`config.mk`:
```
export PLATFORM = sky130hd
export DESIGN_NAME = pipe_hazard_ctrl
export DESIGN_NICKNAME = d
export VERILOG_FILES = /design/src/rtl/pipe_hazard_ctrl.sv
export SDC_FILE = /design/constraint.sdc
export NUM_CORES = 1
export LEC_CHECK = 0
export BUFFER_PORTS_ARGS = -buffer_cell sky130_fd_sc_hd__buf_2
export CAP_MARGIN = 20
export CORE_MARGIN = 5
export CORE_UTILIZATION = 52
export CTS_CLUSTER_DIAMETER = 80
export DETAILED_ROUTE_END_ITERATION = 8
export PLACE_DENSITY = 0.81
export REMOVE_ABC_BUFFERS = 1
export SETUP_SLACK_MARGIN = 0.2
export SKIP_CTS_REPAIR_TIMING = 1
export SLEW_MARGIN = 20
export SYNTH_ARGS = -nofsm -noshare
export SYNTH_HDL_FRONTEND = slang
export SYNTH_SLANG_ARGS = --single-unit
```
`constraint.sdc`:
```
create_clock -name Clk -period 3.3 [get_ports Clk]
set_input_delay 0.66 -clock Clk [delete_from_list [all_inputs] [get_ports Clk]]
set_output_delay 0.66 -clock Clk [all_outputs]
set_load 0.01 [all_outputs]
```
`src/rtl/pipe_hazard_ctrl.sv`:
```
// Stall/flush controller for an N-stage in-order pipeline: D-miss, redirect,
// multi-cycle load-use interlock and I-miss handling, plus saturating perf counters.
module pipe_hazard_ctrl #(
  parameter int STAGES    = 5,
  parameter int MEM_STAGE = 3,
  parameter int REG_W     = 5,
  parameter int CNT_W     = 16
) (
  input  logic                Clk,
  input  logic                Rst,
  input  logic                i_ICache_Miss,
  input  logic                i_DCache_Miss,
  input  logic                i_Redirect,
  input  logic                i_ID_Need_Rs1,
  input  logic                i_ID_Need_Rs2,
  input  logic [REG_W-1:0]    i_ID_Rs1,
  input  logic [REG_W-1:0]    i_ID_Rs2,
  input  logic                i_EX_Read_MEM,
  input  logic                i_EX_R_WE,
  input  logic [REG_W-1:0]    i_EX_Rdst,
  input  logic                i_Clr_Cnt,
  output logic                o_PC_Stall,
  output logic [STAGES-2:0]   o_Stall,
  output logic [STAGES-2:0]   o_Flush,
  output logic                o_IFetch_Cancel,
  output logic                o_LdUse_Busy,
  output logic [CNT_W-1:0]    o_Stall_Cnt,
  output logic [CNT_W-1:0]    o_Redirect_Cnt
);

  localparam int BW = $clog2(STAGES);
  localparam logic [STAGES-2:0] ONE      = 1;
  localparam logic [STAGES-2:0] DM_STALL = {{(STAGES-1-MEM_STAGE){1'b0}}, {MEM_STAGE{1'b1}}};
  localparam logic [STAGES-2:0] DM_FLUSH = ONE << MEM_STAGE;

  typedef enum logic {RUN, LDUSE} state_t;

  state_t        state, nxt_state;
  logic [BW-1:0] bub, nxt_bub;
  logic          hz, act_dm, act_rd, act_lu, act_im;

  always_comb begin
    hz = i_EX_Read_MEM & i_EX_R_WE & (i_EX_Rdst != '0) &
         ((i_ID_Need_Rs1 & (i_ID_Rs1 == i_EX_Rdst)) |
          (i_ID_Need_Rs2 & (i_ID_Rs2 == i_EX_Rdst)));
    act_dm = i_DCache_Miss;
    act_rd = !i_DCache_Miss & i_Redirect;
    act_lu = !i_DCache_Miss & !i_Redirect & (((state == RUN) & hz) | (state == LDUSE));
    act_im = !i_DCache_Miss & !i_Redirect & !act_lu & i_ICache_Miss;
  end

  // Outputs are forced to the bubble-everything pattern while reset is held.
  always_comb begin
    o_PC_Stall      = 1'b0;
    o_Stall         = '0;
    o_Flush         = '0;
    o_IFetch_Cancel = 1'b0;
    o_LdUse_Busy    = Rst & (state == LDUSE);
    if (!Rst) begin
      o_Flush = '1;
    end else if (act_dm) begin
      o_PC_Stall = 1'b1;
      o_Stall    = DM_STALL;
      o_Flush    = DM_FLUSH;
    end else if (act_rd) begin
      o_Flush         = ONE | (ONE << 1);
      o_IFetch_Cancel = i_ICache_Miss;
    end else if (act_lu) begin
      o_PC_Stall = 1'b1;
      o_Stall    = ONE;
      o_Flush    = ONE << 1;
    end else if (act_im) begin
      o_PC_Stall = 1'b1;
      o_Flush    = ONE;
    end
  end

  // First bubble comes from RUN; LDUSE supplies the remaining MEM_STAGE-3.
  always_comb begin
    nxt_state = state;
    nxt_bub   = bub;
    case (state)
      RUN: begin
        if (act_lu && MEM_STAGE > 3) begin
          nxt_state = LDUSE;
          nxt_bub   = BW'(MEM_STAGE - 3);
        end
      end
      LDUSE: begin
        if (act_rd) begin
          nxt_state = RUN;
          nxt_bub   = '0;
        end else if (act_lu) begin
          if (bub <= BW'(1)) begin
            nxt_state = RUN;
            nxt_bub   = '0;
          end else begin
            nxt_bub = bub - BW'(1);
          end
        end
      end
      default: begin
        nxt_state = RUN;
        nxt_bub   = '0;
      end
    endcase
  end

  always_ff @(posedge Clk or negedge Rst) begin
    if (!Rst) begin
      state <= RUN;
      bub   <= '0;
    end else begin
      state <= nxt_state;
      bub   <= nxt_bub;
    end
  end

  always_ff @(posedge Clk or negedge Rst) begin
    if (!Rst) begin
      o_Stall_Cnt    <= '0;
      o_Redirect_Cnt <= '0;
    end else if (i_Clr_Cnt) begin
      o_Stall_Cnt    <= '0;
      o_Redirect_Cnt <= '0;
    end else begin
      if (o_PC_Stall && o_Stall_Cnt != '1)
        o_Stall_Cnt <= o_Stall_Cnt + CNT_W'(1);
      if (act_rd && o_Redirect_Cnt != '1)
        o_Redirect_Cnt <= o_Redirect_Cnt + CNT_W'(1);
    end
  end

endmodule

```
==> results of run 1 <==
metal layers:
| layer | share of wire (%) | track usage (%) |
|---|---|---|
| met1 | 43 | 22.5 |
| met2 | 49 | 30.7 |
| met3 | 7.4 | 6.40 |
| met4 | 1.2 | 6.76 |
| met5 | 0 | 0 |
cell usage in the layout, fill, tap and decap left out, drive strengths merged, types with 6 or more instances in the layout:
cell type	n
and2	6
nand2	23
o21ai	6
buf	69
clkbuf	8
dfrtp	36
o31ai	9
or4	9
nand3	11
a21oi	13
nand4	10
xnor2	13
nor4	6
nor2	31
inv	6
xor2	10
worst min-delay path by stage:
stage / from / slack (ns) / cells after the start / end
2_1_floorplan: Rst / 0.36 / 0 / bub[0]
3_3_place_gp: bub[2] / 0.48 / 1 / bub[2]
3_5_place_dp: bub[1] / 0.49 / 2 / bub[1]
4_1_cts: Rst / 0.47 / 2 / o_Redirect_Cnt[14]
5_1_grt: Rst / 0.51 / 2 / o_Redirect_Cnt[1]
6_report: Rst / 0.45 / 2 / o_Redirect_Cnt[0]
power by group through the flow:
stage | sequential, W | clock, W | combinational [W]
floorplan | 0.000458 | 0 | 0.0000456
global placement | 0.000456 | 0 | 0.000102
detailed placement | 0.000457 | 0 | 0.000104
CTS | 0.000448 | 0.000328 | 0.000104
global route | 0.000449 | 0.000346 | 0.000115
finish | 0.000449 | 0.000315 | 0.000103
critical path: stages:
cell and delay [ns]:
sky130_fd_sc_hd__buf_2 0.12, sky130_fd_sc_hd__or3_1 0.38, sky130_fd_sc_hd__o311a_1 0.34, sky130_fd_sc_hd__a21oi_1 0.25, sky130_fd_sc_hd__o21ai_0 0.10, sky130_fd_sc_hd__and2_1 0.17
sky130_fd_sc_hd__buf_2 0.13
logic make-up after synthesis:
kind of cell / share of synthesized area, %
multiplexers: 3.10
AND/OR/NAND/NOR: 28.0
buffers and inverters: 4.16
flip-flops: 39.9
XOR/XNOR: 8.92
adder cells (fa/ha/maj): 2.22
other: 0.166
AO/OA/AOI/OAI: 13.5
registers in the layout, indices dropped and copies added, names as in the netlist:
| register | flops |
|---|---|
| o_Redirect_Cnt | 16 |
| o_Stall_Cnt | 16 |
| bub | 3 |
| state | 1 |
stage by stage:
stage	util, %	setup WS (ns)	total power [W]
after floorplan	-	0.138	0.000503
after global placement	60.7	0.537	0.000558
after detailed placement	60.7	0.472	0.000561
after CTS	62.8	0.469	0.000880
after global routing	62.8	0.376	0.000910
final	62.8	0.483	0.000866
layout make-up:
type | instances | area [um2]
sequential | 36 | 901
multi-input combinational | 193 | 1260
fill | 385 | 1600
inverter | 6 | 22.5
timing repair buffer | 69 | 353
tap | 52 | 65.1
clock buffer | 8 | 90.1
==> impl_metrics.yaml, run 1 <==
outcome:
  outcome: "finished, final reports clean"
logic_synthesis:
  synth.cell_area_um2: 2260
  yosys_warnings: 0
  ys_types: 45
  synth-edff-count: 0
  register_area_share_after_synthesis_pct: 39.9
  ys_flop_type: "sky130_fd_sc_hd__dfrtp_1"
  synthesis.instances: 246
  post_synth_main_area_contributors: "sky130_fd_sc_hd__dfrtp_1 (40%), sky130_fd_sc_hd__nor2_1 (5.2%), sky130_fd_sc_hd__xnor2_1 (5.0%), sky130_fd_sc_hd__xor2_1 (3.9%), sky130_fd_sc_hd__nand2_1 (3.8%)"
  synth.avg_cell_area_um2: 9.18
  asyncSetResetFlopFracSynth_pct: 100
  ys_ff_latch: 36
  yosysTopAreaCellShare_pct: 39.9
  yosys.area.top_type: "sky130_fd_sc_hd__dfrtp_1"
  most_used_standard_cell_by_instance_count_after_synthesis: "sky130_fd_sc_hd__dfrtp_1"
  netlist_top_cells_count: "sky130_fd_sc_hd__dfrtp_1 (36), sky130_fd_sc_hd__nor2_1 (31), sky130_fd_sc_hd__nand2_1 (23)"
worst_setup_path:
  worst_r2r_startpoint: "o_Stall_Cnt[0]"
  endpoint: "o_Stall[0]"
  crit_start: "i_EX_Rdst[0]"
  crit_path_end_kind: "primary output"
  setup.worst_path.class: "primary input to primary output"
  r2r_cells: 5
  critical_path.max_fanout: 3
  worst-endpoint-arrival_ns: 2.16
  kind_of_start_point_of_the_critical_path: "primary input"
  cp.required_ns: 2.64
  worst-r2r-setup-slack_ns: 0.98
  r2r_end: "o_Stall_Cnt[15]"
clock_tree:
  tritoncts: "yes"
  clock-sinks: 36
  cts_buffer_count: 5
  cts.clk_slew.worst_paths_ns: 0.07
  clkLatencyLatePin_ns: 0.28
  cts-htree-levels: 2
  clock_path_buffers: 2
  cts.root.buffer_cell: "sky130_fd_sc_hd__clkbuf_8"
placement:
  dpl_cell_area_um2: 2610
  placed_cell_count: 356
  buffers_added_on_ports: 66
  gpl.final_weighted_congestion: 0.787
  dpl.hpwl_um: 3820
floorplan:
  die-height_um: 75.9
  die_w_um: 75.9
  num_io_pins: 68
  core_region_area_um2: 4290
  die_area_um2: 5760
  floorplan.rows: 24
  initial_core_util_pct: 52.6
finish:
  insertedDiodeCount: 0
  layout.nets: 340
  post_route_cells_drive_above_1_share_pct: 29.2
  post_route_cell_area_um2: 2700
  layout-area-overhead-vs-synth_pct: 19.3
  instances_no_fill: 364
sta:
  skew_final_ns: 0.00495
  hold_viol_final: 0
  period_needed_ns: 2.82
  post-route-period-util_pct: 85.4
  setup-tns-final_ns: 0
  timing.fmax_mhz: 355
  finalHoldWorstSlack_ns: 0.455
  slew_violations: 0
  tightest_slew_ns: 0.878
  rsz0062_at_grt: "no"
  max-slew-margin-rel_pct: 41.5
  final-setup-viol-count: 0
power:
  total_switching_power_w: 0.000212
  clock_power_share_pct: 36.3
  switching_part_of_the_total_pct: 24.5
  seq_power_share_pct: 51.8
  vdd.ir_drop.worst_uv: 195
  power_report.internal_total_w: 0.000654
  power.density_nw_per_um2: 321
  power.share.combinational_pct: 11.8
  leakagePower_nw: 1.22
route:
  drc: 0
  routed_wl_um: 5240
  vias_per_cell: 5.71
  detail_route_antenna_nets: 0
  detailed_route_via_count: 2079
  starting_drc_count_in_detailed_routing: 60
  drt-wirelength-per-cell_um: 14.4
  drt_first_pass_iters: 4
global_routing:
  grt_first_pass_wirelength_um: 8960
  total_routing_resource_utilization_after_global_routing_pct: 18.7
  aggregate_global_routing_overflow: 0
  initial_antenna_violation_count: 0
  maximum_number_of_pins_on_one_net_before_global_route_repair: 42
  first_global_vias: 1974
run:
  cap_violations: 0
min_path:
  hold_class: "primary input to asynchronous set/reset pin"
Power figures use the tool's default switching activity.
==> inputs of run 2 (changes only) <==
- PLACE_DENSITY: 0.81 -> 0.85
==> run 2 against run 1 <==
Sequential power barely moved. Wire length rose by 1.6%. Setup slack improved by 0.040 ns. Flip-flop and latch count did not move. Core utilization rose by 0.50 points. Cell area rose by 0.79%. Register-to-register slack barely moved. Sequential share of layout area fell by 0.26 points. Combinational power barely moved. Non-clock buffer count did not move. Die area did not move. Via count fell by 0.14%. Highest routed layer unchanged.
==> impl_metrics.yaml, run 2 (synthesis gave the netlist of run 1 again) <==
floorplan:
  die-height_um: 75.9
  die_w_um: 75.9
  num_io_pins: 68
  floorplan.rows: 24
  initial_core_util_pct: 52.6
  core_region_area_um2: 4290
  die_area_um2: 5760
route:
  vias_per_cell: 5.70
  routed_wl_um: 5320
  detailed_route_via_count: 2076
  drc: 0
  starting_drc_count_in_detailed_routing: 75
  drt_first_pass_iters: 4
  detail_route_antenna_nets: 0
  drt-wirelength-per-cell_um: 14.6
finish:
  insertedDiodeCount: 0
  layout.nets: 340
  biggestRegsByFlops: "o_Redirect_Cnt (16), o_Stall_Cnt (16), bub (3)"
  post_route_cells_drive_above_1_share_pct: 29.8
  final_util_pct: 63.3
  instances_no_fill: 364
  most_frequent_cells_in_the_layout: "sky130_fd_sc_hd__buf_2 (66), sky130_fd_sc_hd__dfrtp_1 (36), sky130_fd_sc_hd__nor2_1 (31)"
  layout-area-overhead-vs-synth_pct: 20.3
  final_common_cell: "sky130_fd_sc_hd__buf_2"
global_routing:
  grt-busiest-layer: "met2"
  first_global_vias: 2018
  global_routing_usage_on_met2_pct: 30.4
  total_routing_resource_utilization_after_global_routing_pct: 19.1
  gr-usage-met1_pct: 24.1
  aggregate_global_routing_overflow: 0
  initial_antenna_violation_count: 0
  grt_first_pass_wirelength_um: 9320
  maximum_number_of_pins_on_one_net_before_global_route_repair: 42
  grtUsageMet3_pct: 6.75
sta:
  final-setup-viol-count: 0
  post-route-period-util_pct: 84.2
  period_needed_ns: 2.78
  slew_violations: 0
  timing.fmax_mhz: 360
  rsz0062_at_grt: "no"
  max-slew-margin-rel_pct: 40.6
  hold_viol_final: 0
  setup-tns-final_ns: 0
  skew_final_ns: 0.00434
  tightest_slew_ns: 0.890
worst_setup_path:
  crit_buf_inv: 2
  worstPathCellList: "buf_2, or3_1, o311a_1, a21oi_1, o21ai_0, and2_1, buf_2"
  critical_path.max_stage_delay_ns: 0.37
  critical_path.most_common_cell: "sky130_fd_sc_hd__buf_2"
  worst_r2r_startpoint: "o_Stall_Cnt[3]"
  cp.required_ns: 2.64
  crit_cells: 7
  path_delay_family: "compound AO/OA/AOI/OAI gates"
  kind_of_start_point_of_the_critical_path: "primary input"
  crit_path_end_kind: "primary output"
  worst-r2r-setup-slack_ns: 0.98
  crit_start: "i_EX_Rdst[0]"
  worst-endpoint-arrival_ns: 2.12
  setup.worst_path.class: "primary input to primary output"
  critical_path.max_fanout: 3
  r2r_cells: 5
  crit_slowest_cell: "sky130_fd_sc_hd__or3_1"
clock_tree:
  clkLatencyLatePin_ns: 0.29
  clock_path_buffers: 2
  cts-htree-levels: 2
  cts.clk_slew.worst_paths_ns: 0.07
  cts.root.buffer_cell: "sky130_fd_sc_hd__clkbuf_8"
  clock-sinks: 36
  cts_buffer_count: 5
  tritoncts: "yes"
power:
  power.density_nw_per_um2: 345
  report.power.total_w: 0.000938
  leakagePower_nw: 1.23
  vdd.ir_drop.worst_uv: 262
placement:
  placed_cell_count: 356
  gpl.final_weighted_congestion: 0.804
  dpl.hpwl_um: 3880
  buffers_added_on_ports: 66
min_path:
  hold_class: "primary input to asynchronous set/reset pin"
outcome:
  outcome: "finished, final reports clean"
run:
  cap_violations: 0
[run 2: cell count changes in the layout (fill, tap and decap cells not counted)]
cell	previous run	this run
sky130_fd_sc_hd__clkinvlp_4	0	1
sky130_fd_sc_hd__clkbuf_8	6	5
sky130_fd_sc_hd__bufinv_16	0	1
sky130_fd_sc_hd__clkbuf_1	2	0
sky130_fd_sc_hd__clkinv_2	0	1
[run 2: cell type report]
| cell class | instances | area, um2 |
|---|---|---|
| repair buffers | 69 | 353 |
| well taps | 52 | 65.1 |
| inverters | 6 | 22.5 |
| flip-flops and latches | 36 | 901 |
| fillers | 392 | 1580 |
| clock buffers | 5 | 68.8 |
| multi-input cells | 193 | 1260 |
| clock inverters | 3 | 42.5 |
[run 2: metrics by stage]
| stage | instance area [um2] | worst slack (ns) | hold WS, ns |
|---|---|---|---|
| after CTS | 2720 | 0.515 | 0.478 |
| after global routing | 2720 | 0.389 | 0.506 |
| after global placement | 2610 | 0.552 | 0.477 |
| after detailed placement | 2610 | 0.508 | 0.503 |
| final | 2720 | 0.523 | 0.469 |
| after floorplan | 2190 | 0.138 | 0.364 |
[run 2: path summary, 6_finish.rpt]
path	endpoint
worst max-delay path	o_Stall[0]
worst min-delay path	o_Redirect_Cnt[2]
worst max register to register	o_Stall_Cnt[15]
worst min register to register	bub[2]
max in group asynchronous	o_Redirect_Cnt[10]
min in group Clk	bub[2]
[run 2: routing by layer]
layer	vias to the layer above	wire length, um
li1	1015	-
met1	987	2360
met2	66	2530
met3	8	352
met4	0	83
met5	-	0
[run 2: report_power, final]
group,switching [W],total [W],internal (W)
sequential,0.00000401,0.000448,0.000444
clock,0.000164,0.000388,0.000223
combinational,0.0000629,0.000102,0.0000394
==> inputs of run 3 (changes only) <==
- clock period: 3.3 -> 2.68 ns (I/O delays scaled with it)
==> run 3 against run 2 <==
Via count up 1.7%. Cell area is 2.7% higher. Final cell count increased by 0.82%. Sequential power up 23%. Wire length increased by 4.9%.
==> impl_metrics.yaml, run 3 (synthesis gave the netlist of run 1 again) <==
sta:
  timing.fmax_mhz: 404
  rsz0062_at_grt: "yes"
  skew_final_ns: 0.00677
  period_needed_ns: 2.47
  max-slew-margin-rel_pct: 57.1
  post-route-period-util_pct: 92.3
  slew_violations: 0
  setup-tns-final_ns: 0
  hold_viol_final: 0
  final-setup-viol-count: 0
  tightest_slew_ns: 0.644
finish:
  layout-area-overhead-vs-synth_pct: 23.5
  instances_no_fill: 367
  final_common_cell: "sky130_fd_sc_hd__buf_2"
  most_frequent_cells_in_the_layout: "sky130_fd_sc_hd__buf_2 (64), sky130_fd_sc_hd__dfrtp_1 (36), sky130_fd_sc_hd__nor2_1 (31)"
  post_route_cells_drive_above_1_share_pct: 32.1
  insertedDiodeCount: 0
  biggestRegsByFlops: "o_Redirect_Cnt (16), o_Stall_Cnt (16), bub (3)"
  layout.nets: 343
worst_setup_path:
  worstPathCellList: "buf_8, or3_4, o311a_4, a2111oi_4, nor2_1, buf_2"
  worst-r2r-setup-slack_ns: 0.49
  setup.worst_path.class: "primary input to primary output"
  kind_of_start_point_of_the_critical_path: "primary input"
  r2r_cells: 5
  cp.required_ns: 2.14
  crit_slowest_cell: "sky130_fd_sc_hd__o311a_4"
  critical_path.max_fanout: 3
  critical_path.max_stage_delay_ns: 0.39
  worst-endpoint-arrival_ns: 1.94
  crit_path_end_kind: "primary output"
route:
  starting_drc_count_in_detailed_routing: 137
  routed_wl_um: 5590
  detailed_route_via_count: 2112
  drt-wirelength-per-cell_um: 15.2
  drc: 0
  drt_first_pass_iters: 4
  detail_route_antenna_nets: 0
  vias_per_cell: 5.75
global_routing:
  first_global_vias: 2055
  initial_antenna_violation_count: 0
  aggregate_global_routing_overflow: 0
  grt_first_pass_wirelength_um: 9260
  maximum_number_of_pins_on_one_net_before_global_route_repair: 37
  total_routing_resource_utilization_after_global_routing_pct: 19.0
power:
  switching_part_of_the_total_pct: 24.6
  total_switching_power_w: 0.000286
  seq_power_share_pct: 47.4
  power.share.combinational_pct: 11.9
  power_report.internal_total_w: 0.000878
  leakagePower_nw: 1.26
  power.density_nw_per_um2: 417
  clock_power_share_pct: 40.7
  vdd.ir_drop.worst_uv: 382
floorplan:
  die-height_um: 75.9
  floorplan.rows: 24
  die_w_um: 75.9
  num_io_pins: 68
  initial_core_util_pct: 52.6
  core_region_area_um2: 4290
  die_area_um2: 5760
clock_tree:
  cts-htree-levels: 2
  cts_buffer_count: 5
  cts.root.buffer_cell: "sky130_fd_sc_hd__clkbuf_8"
  cts.clk_slew.worst_paths_ns: 0.07
  clock_path_buffers: 2
  tritoncts: "yes"
  clock-sinks: 36
  clkLatencyLatePin_ns: 0.29
min_path:
  hold_class: "primary input to asynchronous set/reset pin"
placement:
  gpl.final_weighted_congestion: 0.812
  dpl.hpwl_um: 3970
  placed_cell_count: 358
  buffers_added_on_ports: 66
outcome:
  outcome: "finished, final reports clean"
run:
  cap_violations: 0
-- run 3: path summary, 6_finish.rpt --
kind	start	endpoint
setup / recovery	i_EX_Rdst[1]	o_PC_Stall
min in group Clk	i_Redirect	bub[1]
hold reg to reg	bub[2]	bub[2]
hold / removal	Rst	o_Redirect_Cnt[5]
setup reg to reg	o_Stall_Cnt[0]	o_Stall_Cnt[15]
max in group asynchronous	Rst	o_Stall_Cnt[12]
-- run 3: metal layers --
layer  wire length (um)  vias up  GRT usage, %
met5                  0        -             0
met4                 38        0          4.98
met3                425        3          6.28
met2               2770       85          32.4
met1               2350     1007          22.8
li1                   -     1017             -
-- run 3: metrics by stage --
stage | worst slack (ns) | power, W | util, % | area (um2) | hold slack, ns
4_1_cts | 0.166 | 0.00117 | 63.6 | 2730 | 0.431
3_5_place_dp | 0.0453 | 0.000692 | 61.0 | 2620 | 0.492
2_1_floorplan | -0.234 | 0.000620 | - | 2190 | 0.240
3_3_place_gp | 0.0935 | 0.000689 | 61.0 | 2620 | 0.472
6_report | 0.207 | 0.00116 | 65.0 | 2790 | 0.414
5_1_grt | 0.163 | 0.00122 | 65.0 | 2790 | 0.449
-- run 3: critical path, delay by kind of cell --
family | cells | cell delay (ns)
compound gates | 2 | 0.71
simple gates | 2 | 0.45
buf+inv | 2 | 0.24
-- run 3: area by class of cell --
| cell class | count | area [um2] |
|---|---|---|
| tap | 52 | 65.1 |
| clock inverter | 3 | 42.5 |
| inverter | 6 | 22.5 |
| timing repair buffer | 72 | 392 |
| sequential | 36 | 901 |
| fill | 372 | 1500 |
| clock buffer | 5 | 68.8 |
| multi-input combinational | 193 | 1300 |
-- run 3: power groups by stage --
stage | combinational [W] | clock, W | sequential, W
2_1_floorplan | 0.0000562 | 0 | 0.000564
3_3_place_gp | 0.000126 | 0 | 0.000562
3_5_place_dp | 0.000130 | 0 | 0.000562
4_1_cts | 0.000130 | 0.000485 | 0.000552
5_1_grt | 0.000153 | 0.000512 | 0.000552
6_report | 0.000138 | 0.000473 | 0.000552
